`config.mk`:
```
export PLATFORM = sky130hd
export DESIGN_NAME = rcv_bit_ctrl
export DESIGN_NICKNAME = d
export VERILOG_FILES = /design/src/rtl/rcv_bit_ctrl.sv
export SDC_FILE = /design/constraint.sdc
export NUM_CORES = 1
export LEC_CHECK = 0
export ABC_AREA = 1
export BUFFER_PORTS_ARGS = -buffer_cell sky130_fd_sc_hd__buf_4
export CAP_MARGIN = 10
export CORE_MARGIN = 4
export CORE_UTILIZATION = 50
export DETAILED_ROUTE_END_ITERATION = 8
export GPL_TIMING_DRIVEN = 0
export MAX_ROUTING_LAYER = met4
export PLACE_DENSITY = 0.74
export SYNTH_ARGS = -nofsm -noshare
export SYNTH_HDL_FRONTEND = slang
export SYNTH_SLANG_ARGS = --single-unit
export TNS_END_PERCENT = 100
```
`constraint.sdc`:
```
create_clock -name clk -period 1.6 [get_ports clk]
set_clock_uncertainty 0.2 [all_clocks]
set_input_delay 0.32 -clock clk [delete_from_list [all_inputs] [get_ports clk]]
set_output_delay 0.32 -clock clk [all_outputs]
set_load 0.02 [all_outputs]
```
`src/rtl/rcv_bit_ctrl.sv`:
```
// Receive-side bit controller: synchronizes the RX line, qualifies the start bit,
// times data bits for the downstream shift register and checks the stop bit.
module rcv_bit_ctrl #(
  parameter int unsigned CLKS_PER_BIT  = 10,
  parameter int unsigned NUM_DATA_BITS = 8
) (
  input  logic clk,
  input  logic rst,
  input  logic serial_in,
  output logic shift_enable,
  output logic shift_stop,
  output logic load_buffer,
  output logic framing_error,
  output logic rx_busy
);

  localparam int unsigned TIMER_W = $clog2(CLKS_PER_BIT);
  localparam int unsigned CNT_W   = $clog2(NUM_DATA_BITS + 1);

  localparam logic [TIMER_W-1:0] HALF_LAST = TIMER_W'(CLKS_PER_BIT / 2 - 1);
  localparam logic [TIMER_W-1:0] BIT_LAST  = TIMER_W'(CLKS_PER_BIT - 1);
  localparam logic [CNT_W-1:0]   CNT_LAST  = CNT_W'(NUM_DATA_BITS - 1);

  typedef enum logic [2:0] {
    IDLE      = 3'd0,
    START_CHK = 3'd1,
    DATA      = 3'd2,
    STOP      = 3'd3,
    LOAD      = 3'd4,
    WAIT_HIGH = 3'd5
  } state_e;

  state_e             state_q, state_d;
  logic [TIMER_W-1:0] timer_q, timer_d;
  logic [CNT_W-1:0]   bit_cnt_q, bit_cnt_d;
  logic               s1_q, s1_d;
  logic               s2_q, s2_d;
  logic               s3_q, s3_d;
  logic               framing_error_q, framing_error_d;
  logic               shift_enable_q, shift_enable_d;
  logic               shift_stop_q, shift_stop_d;
  logic               load_buffer_q, load_buffer_d;
  logic               rx_busy_q, rx_busy_d;

  logic start_edge;
  logic bit_wrap;

  assign start_edge = s3_q & ~s2_q;
  assign bit_wrap   = (timer_q == BIT_LAST);

  // State, counters, synchronizer and registered outputs
  always_ff @(posedge clk) begin
    if (rst) begin
      state_q         <= IDLE;
      timer_q         <= '0;
      bit_cnt_q       <= '0;
      s1_q            <= 1'b1;
      s2_q            <= 1'b1;
      s3_q            <= 1'b1;
      framing_error_q <= 1'b0;
      shift_enable_q  <= 1'b0;
      shift_stop_q    <= 1'b0;
      load_buffer_q   <= 1'b0;
      rx_busy_q       <= 1'b0;
    end else begin
      state_q         <= state_d;
      timer_q         <= timer_d;
      bit_cnt_q       <= bit_cnt_d;
      s1_q            <= s1_d;
      s2_q            <= s2_d;
      s3_q            <= s3_d;
      framing_error_q <= framing_error_d;
      shift_enable_q  <= shift_enable_d;
      shift_stop_q    <= shift_stop_d;
      load_buffer_q   <= load_buffer_d;
      rx_busy_q       <= rx_busy_d;
    end
  end

  // Next state, timer, bit counter and sticky framing flag
  always_comb begin
    state_d         = state_q;
    bit_cnt_d       = bit_cnt_q;
    framing_error_d = framing_error_q;
    timer_d         = '0;
    s1_d            = serial_in;
    s2_d            = s1_q;
    s3_d            = s2_q;

    unique case (state_q)
      IDLE: begin
        if (start_edge) state_d = START_CHK;
      end
      START_CHK: begin
        if (timer_q == HALF_LAST) begin
          if (!s2_q) begin
            state_d         = DATA;
            framing_error_d = 1'b0;
          end else begin
            state_d = IDLE;
          end
        end
      end
      DATA: begin
        if (bit_wrap) begin
          if (bit_cnt_q == CNT_LAST) begin
            state_d   = STOP;
            bit_cnt_d = '0;
          end else begin
            bit_cnt_d = bit_cnt_q + CNT_W'(1);
          end
        end
      end
      STOP: begin
        if (bit_wrap) begin
          if (s2_q) begin
            state_d = LOAD;
          end else begin
            state_d         = WAIT_HIGH;
            framing_error_d = 1'b1;
          end
        end
      end
      LOAD: begin
        state_d = IDLE;
      end
      WAIT_HIGH: begin
        if (s2_q) state_d = IDLE;
      end
      default: begin
        state_d = IDLE;
      end
    endcase

    // Timer restarts on every state change and only runs in timed states
    if (state_d != state_q) begin
      timer_d = '0;
    end else if (state_q == START_CHK || state_q == DATA || state_q == STOP) begin
      timer_d = bit_wrap ? '0 : timer_q + TIMER_W'(1);
    end
  end

  // Outputs decoded from the next state so the flops line up with state_q
  always_comb begin
    shift_enable_d = 1'b0;
    shift_stop_d   = 1'b0;
    load_buffer_d  = 1'b0;
    rx_busy_d      = (state_d != IDLE);
    unique case (state_d)
      DATA:    shift_enable_d = (timer_d == BIT_LAST);
      STOP:    shift_stop_d   = 1'b1;
      LOAD:    load_buffer_d  = 1'b1;
      default: ;
    endcase
  end

  assign shift_enable  = shift_enable_q;
  assign shift_stop    = shift_stop_q;
  assign load_buffer   = load_buffer_q;
  assign framing_error = framing_error_q;
  assign rx_busy       = rx_busy_q;

endmodule

```
==> results.cfg <==
[setup_path]
critPathCaptureType = flop
cp.arrival_ns = 1.66
r2r_setup_slack_ns = -0.01
worstPathMaxFanout = 6
critPathMaxStageDelay_ns = 0.34
path_class = flop to flop
cp-start-kind = flop
cp_cell_sequence = inv_2 -> ha_4 -> nand2_4 -> nor2_4 -> nand2_1 -> nand2_1 -> nand2_1 -> inv_2 -> nand2_4 -> nand2_4 -> nand4_4 -> nor2_1
crit_buf_inv = 2
cp_data_required_time_ns = 1.64
cp_top_family = simple AND/OR/NAND/NOR gates
crit_slowest_cell = dfxtp_2

[global_routing]
track_usage_pct = 15.76
antenna_found_initial = 0
grt_max_degree = 11
grt_pass1_wl_um = 2967
first_global_vias = 739
grt_overflow = 0

[clock_network]
insertion_delay_ns = 0.30
cts_tree = built
htreeDepth = 1
cts-buffers-inserted = 3
cts-root-buf = clkbuf_4
cts.path.max_buffers = 2
cts.clk_slew.worst_paths_ns = 0.10
cts.sinks = 19

[synthesis]
synth-simple-area-share_pct = 34.48
netlist_area_um2 = 870.8
yosysSeqAreaShare_pct = 43.68
synth_top_family_by_area = simple AND/OR/NAND/NOR gates
syn_area_per_cell_um2 = 7.507
synth_cells = 116
syn_nets = 123
synthXorXnorAreaFrac_pct = 2.011
synth_compound_area_share_pct = 6.322
synth_mux_area_share_pct = 0
yosysWarningCount = 0
synthAdderAreaFrac_pct = 5.747
yosysTopAreaCell = dfxtp_1
netlist.area_leader.share_pct = 43.68
yosys-top-cells-area = dfxtp_1 (44%), nand2_1 (9.9%), nor2_1 (9.1%)
synth_seq_cells = 19
ys_types = 24

[timing]
fin_crit_sh_pct = 100.9
fin_crit_ns = 1.614
drv_slew = 0
whs_ns = 0.02286
hold_violations = 0
setup-tns-final_ns = -0.02860
clock.fmax_mhz = 619.6
setup_viol = 3
rsz0062_at_grt = yes
tightest_slew_ns = 0.3961
fin_ws_ns = -0.01404
slew_headroom_pct = 73.32

[cells_and_area]
final_common_cell = nand2_1
layout_common_cells = nand2_1 (20), nor2_1 (17), dfxtp_1 (15)
n_fill_cell = 129
utilization_pct = 69.37
syn_to_final_growth_pct = 25.57
diodes = 0
layout-drive-gt1-share_pct = 36.09
final_nets = 141
reg_top3 = bit_cnt_q x4, timer_q x4, state_q x3

[routing]
wl_per_cell_um = 11.64
drt_iter0_drc = 13
drt_pass1_iterations = 4
vias_per_cell = 5.221
drt_wl_total_um = 1735
drc = 0
vias = 778
antenna_left = 0

[placed_design]
dp.final_hpwl_um = 1194
pre_cts_ws_ns = -0.1523
place.port_buffers = 7
place_congestion = 0.8476

[run_status]
violations = negative setup slack
status = complete, but fails checks

[floorplan]
core.rowCount = 14
die_x_um = 49.74
die_h_um = 49.74
initial_core_util_pct = 55.24
coreArea_um2 = 1577
io_pins = 8
die-area_um2 = 2474

[pwr]
ir_worst_vdd_v = 0.0005841
p_leak_nw = 0.4939
finalPower_mw = 0.7907
power_density_nw_per_um2 = 723.0

[worst_hold_path]
hold_path.class = primary input to flop

[run]
drv_cap = 0
==> area by class of cell <==
| type | instances | area (um^2) | area share (%) |
|---|---|---|---|
| inverter | 18 | 67.56 | 6.178 |
| sequential | 19 | 385.4 | 35.24 |
| clock buffer | 4 | 26.28 | 2.403 |
| tap | 16 | 20.02 | 1.831 |
| multi-input combinational | 79 | 494.2 | 45.19 |
| timing repair buffer | 13 | 100.1 | 9.153 |
==> what timing repair did <==
action	4_1_cts	5_1_grt
endpoints found under the setup margin	11	12
pin swaps	6	6
hold buffers	0	1
setup buffers	5	0
resized for setup	9	15
endpoints found under the hold margin	0	1
==> cells in the mapped netlist, drive strengths merged <==
cell     n
inv     17
a211oi   1
o211ai   1
ha       4
or2      3
nor3     2
xnor2    1
xor2     1
clkinv   1
nor2    25
a21oi    4
nand4    3
nand3    7
nand2   24
dfxtp   19
o21ai    3
==> through the flow <==
stage | cell area [um^2] | cells
4_1_cts | 1032 | 148
2_1_floorplan | 870.8 | 116
6_report | 1094 | 149
3_5_place_dp | 943.4 | 139
3_3_place_gp | 943.4 | 139
5_1_grt | 1094 | 149
==> routing by layer <==
layer | track usage (%) | share of wire, % | wire length, um | up-vias
met5 | - | 0 | 0 | -
met4 | 8.295 | 1.6 | 27 | 0
met3 | 2.711 | 4.3 | 74 | 3
met2 | 27.09 | 51 | 882 | 19
met1 | 17.25 | 43 | 751 | 359
li1 | - | - | - | 397
==> logic make-up after synthesis <==
| group | after synthesis |
|---|---|
| adders and majority gates | 4 |
| buffers and inverters | 18 |
| AOI/OAI and AO/OA | 9 |
| and+or+nand+nor | 64 |
| xor gates and xnor gates | 2 |
| DFF | 19 |
==> path summary, 6_finish.rpt <==
kind,from,to,cells after the start
hold reg to reg,s1_q,s2_q,1
setup / recovery,timer_q[1],timer_q[0],12
hold / removal,rst,state_q[0],2
setup reg to reg,timer_q[1],timer_q[0],12
==> power breakdown <==
group | switching [mW] | leakage [nW] | internal (mW)
Clock | 0.144 | 0.0150 | 0.0974
Combinational | 0.0368 | 0.323 | 0.0261
Sequential | 0.00634 | 0.156 | 0.480
Note: power is estimated with default switching activity, not from simulation.
